File: config.mk
export PLATFORM = sky130hd
export DESIGN_NAME = clint_timer
export DESIGN_NICKNAME = d
export VERILOG_FILES = /design/src/rtl/clint_pkg.sv /design/src/rtl/clint_mtime.sv /design/src/rtl/clint_timer.sv
export SDC_FILE = /design/constraint.sdc
export NUM_CORES = 1
export LEC_CHECK = 0
export CAP_MARGIN = 20
export CORE_MARGIN = 1.5
export CORE_UTILIZATION = 50
export CTS_CLUSTER_SIZE = 12
export DETAILED_ROUTE_END_ITERATION = 12
export DONT_BUFFER_PORTS = 1
export SLEW_MARGIN = 30
export SYNTH_ARGS = -nofsm -noshare
export SYNTH_HDL_FRONTEND = slang
export SYNTH_HIERARCHICAL = 1
export SYNTH_SLANG_ARGS = --single-unit
export TNS_END_PERCENT = 10
File: constraint.sdc
create_clock -name clk -period 4.4 [get_ports clk]
set_input_delay 0.88 -clock clk [delete_from_list [all_inputs] [get_ports clk]]
set_output_delay 0.88 -clock clk [all_outputs]
set_load 0.03 [all_outputs]
File: src/rtl/clint_pkg.sv
// Shared register offsets, reset constants and address decode for the CLINT timer block.
// Optional mtime counter is controlled by the CLINT_MTIME_EN macro.
package clint_pkg;

  localparam int unsigned CLINT_ADDR_W = 5;
  localparam int unsigned CLINT_DATA_W = 32;

  localparam logic [CLINT_ADDR_W-1:0] CLINT_MSIP     = 5'h00;
  localparam logic [CLINT_ADDR_W-1:0] CLINT_CMP_LO   = 5'h08;
  localparam logic [CLINT_ADDR_W-1:0] CLINT_CMP_HI   = 5'h0C;
  localparam logic [CLINT_ADDR_W-1:0] CLINT_MTIME_LO = 5'h10;
  localparam logic [CLINT_ADDR_W-1:0] CLINT_MTIME_HI = 5'h14;

  // All-ones compare value keeps mtime >= mtimecmp false until software programs it.
  localparam logic [63:0] CLINT_MTIMECMP_RST = 64'hFFFF_FFFF_FFFF_FFFF;
  localparam logic [31:0] CLINT_SHADOW_RST   = 32'hFFFF_FFFF;

  typedef enum logic [2:0] {
    REG_MSIP,
    REG_CMP_LO,
    REG_CMP_HI,
    REG_MTIME_LO,
    REG_MTIME_HI,
    REG_NONE
  } clint_reg_e;

  function automatic clint_reg_e clint_decode(input logic [CLINT_ADDR_W-1:0] addr);
    logic [CLINT_ADDR_W-1:0] word_addr;
    clint_reg_e sel;
    word_addr = {addr[CLINT_ADDR_W-1:2], 2'b00};
    case (word_addr)
      CLINT_MSIP:     sel = REG_MSIP;
      CLINT_CMP_LO:   sel = REG_CMP_LO;
      CLINT_CMP_HI:   sel = REG_CMP_HI;
      CLINT_MTIME_LO: sel = REG_MTIME_LO;
      CLINT_MTIME_HI: sel = REG_MTIME_HI;
      default:        sel = REG_NONE;
    endcase
    return sel;
  endfunction

endpackage

File: src/rtl/clint_mtime.sv
// Free-running 64-bit mtime counter with a high-word snapshot taken on each low-word read,
// so a lo-then-hi read pair is coherent across a carry. Only built under CLINT_MTIME_EN.
module clint_mtime
  import clint_pkg::*;
(
  input  logic        clk,
  input  logic        reset,
  input  logic        snap_en,
  output logic [31:0] count_lo,
  output logic [31:0] snapshot
);

  logic [63:0] count_reg;
  logic [31:0] snap_reg;

  always_ff @(posedge clk) begin
    if (reset) begin
      count_reg <= '0;
      snap_reg  <= '0;
    end else begin
      count_reg <= count_reg + 64'd1;
      if (snap_en) begin
        snap_reg <= count_reg[63:32];
      end
    end
  end

  assign count_lo = count_reg[31:0];
  assign snapshot = snap_reg;

endmodule

File: src/rtl/clint_timer.sv
// CLINT timer register block: MSIP, shadowed atomic mtimecmp, optional mtime (CLINT_MTIME_EN).
// Single-cycle req/ack bus; ack, err and rdata are registered and valid for exactly one cycle.
module clint_timer
  import clint_pkg::*;
(
  input  logic        clk,
  input  logic        reset,
  input  logic        req,
  input  logic        we,
  input  logic [4:0]  addr,
  input  logic [31:0] wdata,
  output logic [31:0] rdata,
  output logic        ack,
  output logic        err,
  output logic [63:0] mtimecmp,
  output logic        msip
);

  clint_reg_e  sel;
  logic        accept;
  logic        ack_reg;
  logic        err_reg;
  logic        msip_reg;
  logic [31:0] rdata_reg;
  logic [31:0] rdata_next;
  logic [31:0] shadow_reg;
  logic [63:0] mtimecmp_reg;
  logic [31:0] mtime_lo;
  logic [31:0] mtime_hi;

  assign sel = clint_decode(addr);

  // Blocking acceptance during the ack cycle stops a held request being counted twice.
  assign accept = req && !ack_reg;

`ifdef CLINT_MTIME_EN
  clint_mtime u_mtime (
    .clk      (clk),
    .reset    (reset),
    .snap_en  (accept && !we && (sel == REG_MTIME_LO)),
    .count_lo (mtime_lo),
    .snapshot (mtime_hi)
  );
`else
  assign mtime_lo = '0;
  assign mtime_hi = '0;
`endif

  always_comb begin
    rdata_next = '0;
    case (sel)
      REG_MSIP:     rdata_next = {31'b0, msip_reg};
      REG_CMP_LO:   rdata_next = shadow_reg;
      REG_CMP_HI:   rdata_next = mtimecmp_reg[63:32];
      REG_MTIME_LO: rdata_next = mtime_lo;
      REG_MTIME_HI: rdata_next = mtime_hi;
      default:      rdata_next = '0;
    endcase
  end

  always_ff @(posedge clk) begin
    if (reset) begin
      ack_reg      <= 1'b0;
      err_reg      <= 1'b0;
      rdata_reg    <= '0;
      msip_reg     <= 1'b0;
      shadow_reg   <= CLINT_SHADOW_RST;
      mtimecmp_reg <= CLINT_MTIMECMP_RST;
    end else begin
      ack_reg   <= accept;
      err_reg   <= accept && (sel == REG_NONE);
      rdata_reg <= (accept && !we) ? rdata_next : '0;
      if (accept && we) begin
        case (sel)
          REG_MSIP:   msip_reg     <= wdata[0];
          REG_CMP_LO: shadow_reg   <= wdata;
          REG_CMP_HI: mtimecmp_reg <= {wdata, shadow_reg};
          default:    ;
        endcase
      end
    end
  end

  assign ack      = ack_reg;
  assign err      = err_reg;
  assign rdata    = rdata_reg;
  assign mtimecmp = mtimecmp_reg;
  assign msip     = msip_reg;

endmodule

# == Yosys cells after proc, flatten, opt, wreduce, memory -nomap -nowiden ==
# Cells that the tools add are included.
# word_totals
inputBits,41
reg_bits,131
wordCells,28
output_inout_bits,99
# op_classes
n_reduce_logical,12
n_mux,2
n_bitwise,1
eq_ne,7
# ops
cell,n
$pmux W32 S3,1
$pmux W3 S5,1
$eq A3 B2 Y1 const B,3
$eq A3 B3 Y1 const B,3
$logic_not A3 Y1,2
$reduce_and A2 Y1,3
$logic_and A1 B1 Y1,4
$eq A3 B1 Y1 const B,1
$logic_not A1 Y1,2
$reduce_or A2 Y1,1
$not A1 Y1,1

# == Logic depth before layout (Yosys ltp) ==
# Gate-level depths: netlist (run 1).
# depth
word_depth,5
mapped_depth,6
mapped_depth_nobuf,3

# == Least setup slack after synthesis (run 1) ==
# No wires, ideal clock.
# synth_timing
path_kind,input to register
from,input port reset
to,"register rdata_reg[11], in the netlist rdata[11]"
cell_stages,6
t_arrival_ps,2085
setup_ps,64
t_required_ps,4336
path_buffers,3
slack_ps,2251
cell_sequence,clkbuf_1 -> or3b_4 -> or3_1 -> buf_2 -> buf_6 -> nor2_2
# synth_via
elab_chain_len,1
# synth_lines
item,line_no,text
from (decl),clint_timer.sv:7,"input logic reset,"
$reduce_or A2 Y1 (no source line),--,
to (signal assigned),clint_timer.sv:72,rdata_reg <= (accept && !we) ? rdata_next : '0;
to (decl),clint_timer.sv:24,logic [31:0] rdata_reg;
# No other way between the ends.
# A chain may end at the register's enable or synchronous reset.

# == Final worst setup path (run 1) ==
# layout_timing
from,"register ack_reg, in the netlist ack"
to,"register rdata_reg[31], in the netlist rdata[31]"
# layout_via
elab_chain_len,5
# layout_lines
item,line_no,text
from (decl),clint_timer.sv:21,logic ack_reg;
from (signal assigned),clint_timer.sv:70,ack_reg <= accept;
$logic_not A1 Y1,clint_timer.sv:34,assign accept = req && !ack_reg;
$logic_and A1 B1 Y1,clint_timer.sv:34,
$logic_and A1 B1 Y1,clint_timer.sv:72,
$not A1 Y1 (no source line),--,
$reduce_or A2 Y1 (no source line),--,
# No other way between the ends.

==> flow_metrics.env, run 1 <==
export IMPL_post_cts_buffers=0
export IMPL_cts_path_max_buffers=2
export IMPL_grt_pass1_wl_mm=15.7
export IMPL_ys_top_cells_by_count="151 x nor2_1, 131 x dfxtp_1, 128 x mux2i_1, 16 x clkbuf_1, 12 x buf_2"
export IMPL_required_ns=4.84
export IMPL_min_from="addr[4]"
export IMPL_synth_flop_cell="dfxtp_1"
export IMPL_antenna_left=0
export IMPL_worstReg2RegEnd="rdata[31]"
export IMPL_rsz0062_at_grt="false"
export IMPL_grt_ovfl_total=0
export IMPL_drt_iter0_drc=77
export IMPL_cts_inserted_buffers=17
export IMPL_intPower_mw=2.18
export IMPL_peakVddDrop_mv=0.276
export IMPL_grt_pass1_vias=3130
export IMPL_drtPass1Iterations=4
export IMPL_whs_path_depth=1
export IMPL_r2r_start="ack"
export IMPL_p_leak_nw=2.26
export IMPL_synth_area_leader_cell="dfxtp_1"
export IMPL_status="finished clean"
export IMPL_drt_wl_total_mm=9.80
export IMPL_final_hold_viol_count=0
export IMPL_portBuffers=0
export IMPL_largest_reg_flops=64
export IMPL_root_buffer="clkbuf_8"
export IMPL_hold_path_class="in -> reg"
export IMPL_die_h_um=101
export IMPL_place_ws_ns=1.89
export IMPL_p_seq_frac=0.448
export IMPL_maxCapViolations=0
export IMPL_yosys_warnings=6
export IMPL_max_slew_margin=0.532
export IMPL_finalCritPeriodShare=0.489
export IMPL_grt_busiest_layer="met2"
export IMPL_p_sw_mw=0.558
export IMPL_p_clk_frac=0.534
export IMPL_fin_area_sq_mm=0.00547
export IMPL_drc=0
export IMPL_grtUsageMet2=0.320
export IMPL_synth_most_common_cell="nor2_1"
export IMPL_area_growth_synth_to_final_pct=13.7
export IMPL_synth_edf_count=0
export IMPL_worst_slew_pin_slew_ns=0.702
export IMPL_nNetsFinal=502
export IMPL_netSwitchingFraction=0.204
export IMPL_worst_r2r_cell_count=4
export IMPL_route_vias_total=3137
export IMPL_worstPathArrival_ns=2.59
export IMPL_seq_area_frac_synth=0.545
export IMPL_die_width_um=101
export IMPL_comb_power_share=0.018
export IMPL_clkTransAtPathRegs_ns=0.06
export IMPL_setup_tns_ns=0
export IMPL_slew_violations=0
export IMPL_cts_tree="built"
export IMPL_layout_drive_gt1_share=0.103
export IMPL_holdPathEnd="rdata[0]"
export IMPL_wire_per_inst_um=16.3
export IMPL_powerDensity_mw_per_mm2=500
export IMPL_cts_sinks=131
export IMPL_finalPower_mw=2.74
export IMPL_met1_usage=0.237
export IMPL_fin_crit_ns=2.15
export IMPL_ios=140
export IMPL_yosysTopAreaCellShare=0.545
export IMPL_postLayoutCoreUtil=0.589
export IMPL_ys_top_cells_by_area="dfxtp_1 55%, mux2i_1 27%, nor2_1 12%"
export IMPL_globalplace_congestion=0.784
export IMPL_fp_row_count=35
export IMPL_critPathKind="reg -> reg"
export IMPL_cts_hold_buffers=0
export IMPL_synthArstFlopShare=0
export IMPL_placed_cell_area_sq_mm=0.00485
export IMPL_hold_ws_ns=0.451
export IMPL_max_freq_ghz=0.465
export IMPL_dp_hpwl_mm=6.02
export IMPL_crit_path_start_kind="flip-flop"
export IMPL_syn_num_nets=513
export IMPL_post_cts_resize_count=0
export IMPL_clkLatencyLatePin_ns=0.51
export IMPL_core_area_sq_mm=0.00928
export IMPL_synth_cell_types=19
export IMPL_synth_area_sq_mm=0.00481
export IMPL_setup_ws_ns=2.25
export IMPL_grtUsageMet3=0.0902
export IMPL_synth_seq_cells=131
export IMPL_netlist_instances=472
export IMPL_final_cell_count_no_fill=603
export IMPL_dp_cells=571
export IMPL_grt_use_total=0.201
export IMPL_postSynthAreaPerCell_sq_um=10.2
export IMPL_antenna_found_initial=0
export IMPL_via_per_inst=5.20
export IMPL_die_area_sq_mm=0.0102
export IMPL_grt_start_max_net_pins=132
export IMPL_htreeDepth=4
export IMPL_initial_core_util=0.518
export IMPL_setup_violations=0
export IMPL_crit_fanout=19
export IMPL_end_kind="flip-flop"
export IMPL_fin_skew_ns=0.00597
export IMPL_r2r_setup_slack_ns=2.25
export IMPL_antenna_cells=0
==> cells by family after synthesis <==
kind of cell	Yosys count	share of synthesized area
compound gates	2	0.00260
buf+inv	35	0.0351
flops	131	0.545
simple gates	175	0.149
mux	129	0.269
==> per-layer routing <==
metal  wire length (um)  vias up
met4                136        0
met1               4200     1489
met5                  0        -
met2               4640       96
met3                820       14
li1                   -     1538
==> critical path: stages, from the launching register on <==
cell	delay [ns]
dfxtp_1	0.44
or3b_4	0.47
or3_1	0.67
buf_4	0.36
nor2_1	0.14
==> power by group through the flow <==
stage	Combinational [mW]	Clock (mW)	Sequential (mW)
after floorplan	0.0665	0	1.25
after global placement	0.0493	0	1.25
after detailed placement	0.0506	0	1.25
after CTS	0.0508	1.49	1.23
after global routing	0.0554	1.54	1.23
final	0.0501	1.46	1.22
==> area by class of cell <==
type,count,area [sq um]
Multi-Input combinational cell,306,2030
Clock buffer,20,445
Clock inverter,12,178
Inverter,1,3.75
Fill cell,836,3810
Timing Repair Buffer,4,30.0
Tap cell,129,161
Sequential cell,131,2620
==> worst max-delay path by stage <==
stage          startpoint  slack [ns]        end
6_report              ack        2.25  rdata[31]
5_1_grt               ack        2.15  rdata[24]
4_1_cts               ack        2.23  rdata[31]
3_5_place_dp        reset        1.89  rdata[24]
3_3_place_gp        reset        1.89  rdata[29]
2_1_floorplan       reset        2.25  rdata[11]
==> placed cells by master, fill, tap and decap left out, types with 3 or more instances in the layout <==
cell,Yosys,layout
bufinv_16,0,4
clkbuf_16,0,16
buf_4,0,4
nand2_1,3,3
nor2_1,151,151
dfxtp_1,131,131
clkbuf_8,0,3
mux2i_1,128,128
nand2b_1,4,4
nor2_2,10,10
clkinv_2,0,3
Note: power is estimated with default switching activity, not from simulation.
==> run 2, diff against run 1 <==
- clock period: 4.4 -> 2.2 ns (I/O delays scaled with it)
==> flow_metrics.env, run 2 (synthesis results as in run 1) <==
export IMPL_drt_wl_total_mm=9.57
export IMPL_drc=0
export IMPL_dp_hpwl_mm=5.93
export IMPL_core_area_sq_mm=0.00928
export IMPL_fin_skew_ns=0.00810
export IMPL_cts_sinks=131
export IMPL_r2r_start="ack"
export IMPL_layout_drive_gt1_share=0.109
export IMPL_maxCapViolations=0
export IMPL_antenna_cells=0
export IMPL_clkLatencyLatePin_ns=0.50
export IMPL_r2r_setup_slack_ns=0.65
export IMPL_clkTransAtPathRegs_ns=0.06
export IMPL_rsz0062_at_grt="false"
export IMPL_fin_crit_ns=1.55
export IMPL_crit_fanout=19
export IMPL_cts_hold_buffers=0
export IMPL_ios=140
export IMPL_grt_use_total=0.195
export IMPL_peakVddDrop_mv=0.654
export IMPL_cts_tree="built"
export IMPL_portBuffers=0
export IMPL_setup_ws_ns=0.647
export IMPL_grtUsageMet3=0.0804
export IMPL_startpoint="ack"
export IMPL_worstPathArrival_ns=1.98
export IMPL_die_h_um=101
export IMPL_grtUsageMet2=0.323
export IMPL_antenna_left=0
export IMPL_grt_pass1_wl_mm=15.3
export IMPL_p_leak_nw=2.27
export IMPL_fp_row_count=35
export IMPL_worst_r2r_cell_count=4
export IMPL_path_depth=4
export IMPL_initial_core_util=0.518
export IMPL_status="finished clean"
export IMPL_via_per_inst=5.08
export IMPL_area_growth_synth_to_final_pct=14.6
export IMPL_slowest_delay_ns=0.42
export IMPL_largest_reg_flops=64
export IMPL_place_ws_ns=0.521
export IMPL_root_buffer="clkbuf_8"
export IMPL_drt_iter0_drc=85
export IMPL_grt_ovfl_total=0
export IMPL_cts_path_max_buffers=2
export IMPL_final_hold_viol_count=0
export IMPL_crit_path_start_kind="flip-flop"
export IMPL_critPathKind="reg -> reg"
export IMPL_die_area_sq_mm=0.0102
export IMPL_max_slew_margin=0.720
export IMPL_dp_cells=574
export IMPL_antenna_found_initial=0
export IMPL_layout_common_cells="151 x nor2_1, 131 x dfxtp_1, 128 x mux2i_1"
export IMPL_final_cell_count_no_fill=606
export IMPL_grt_pass1_vias=3068
export IMPL_setup_violations=0
export IMPL_die_width_um=101
export IMPL_hold_ws_ns=0.0270
export IMPL_end_kind="flip-flop"
export IMPL_required_ns=2.63
export IMPL_powerDensity_mw_per_mm2=990
export IMPL_grt_start_max_net_pins=132
export IMPL_met1_usage=0.226
export IMPL_cts_inserted_buffers=17
export IMPL_grt_busiest_layer="met2"
export IMPL_route_vias_total=3078
export IMPL_crit_chain="or3b_4 > or3_1 > buf_4 > nor2_1"
export IMPL_finalPower_mw=5.46
export IMPL_htreeDepth=4
export IMPL_nNetsFinal=505
export IMPL_crit_end="rdata[31]"
export IMPL_worstReg2RegEnd="rdata[31]"
export IMPL_slew_violations=0
export IMPL_post_cts_resize_count=0
export IMPL_layout_cells_most_common="nor2_1"
export IMPL_max_freq_ghz=0.644
export IMPL_cp_top_family="simple AND/OR/NAND/NOR gates"
export IMPL_path_buf_inv=1
export IMPL_setup_tns_ns=0
export IMPL_finalCritPeriodShare=0.706
export IMPL_post_cts_buffers=0
export IMPL_globalplace_congestion=0.784
export IMPL_slowest_stage="or3b_4"
export IMPL_wire_per_inst_um=15.8
export IMPL_worst_slew_pin_slew_ns=0.420
export IMPL_hold_path_class="in -> reg"
export IMPL_drtPass1Iterations=4
[run 2: per-stage QoR]
| stage | area (sq um) | utilization |
|---|---|---|
| finish | 5520 | 0.594 |
| floorplan | 4810 | - |
| CTS | 5520 | 0.594 |
| global route | 5520 | 0.594 |
| global placement | 4890 | 0.527 |
| detailed placement | 4890 | 0.527 |
[run 2: area by class of cell]
type                    instances  area (sq um)
fillers                       859          3770
flip-flops and latches        131          2620
multi-input cells             306          2030
clock buffers                  20           445
clock inverters                12           179
well taps                     129           161
repair buffers                  7          77.6
inverters                       1          3.75
[run 2: where the power goes]
part | switching (mW) | leakage (nW) | internal (mW)
clock network | 1.00 | 0.297 | 1.90
registers | 0.0489 | 1.06 | 2.40
logic | 0.0501 | 0.910 | 0.0547
[run 2: routing by layer]
metal / wire (um) / vias up
met5: 0 / -
met4: 38 / 0
met3: 791 / 2
met2: 4600 / 94
met1: 4140 / 1440
li1: - / 1542
[run 2: how the worst min path moves through the flow]
| stage | from | end | slack (ns) | depth (start not counted) |
|---|---|---|---|---|
| 5_1_grt | we | rdata[0] | 0.003 | 1 |
| 6_report | addr[4] | rdata[0] | 0.03 | 1 |
| 4_1_cts | addr[4] | rdata[0] | 0.004 | 1 |
| 3_5_place_dp | shadow_reg[7] | rdata[7] | 0.48 | 2 |
| 3_3_place_gp | shadow_reg[21] | rdata[21] | 0.47 | 2 |
| 2_1_floorplan | shadow_reg[1] | rdata[1] | 0.46 | 2 |
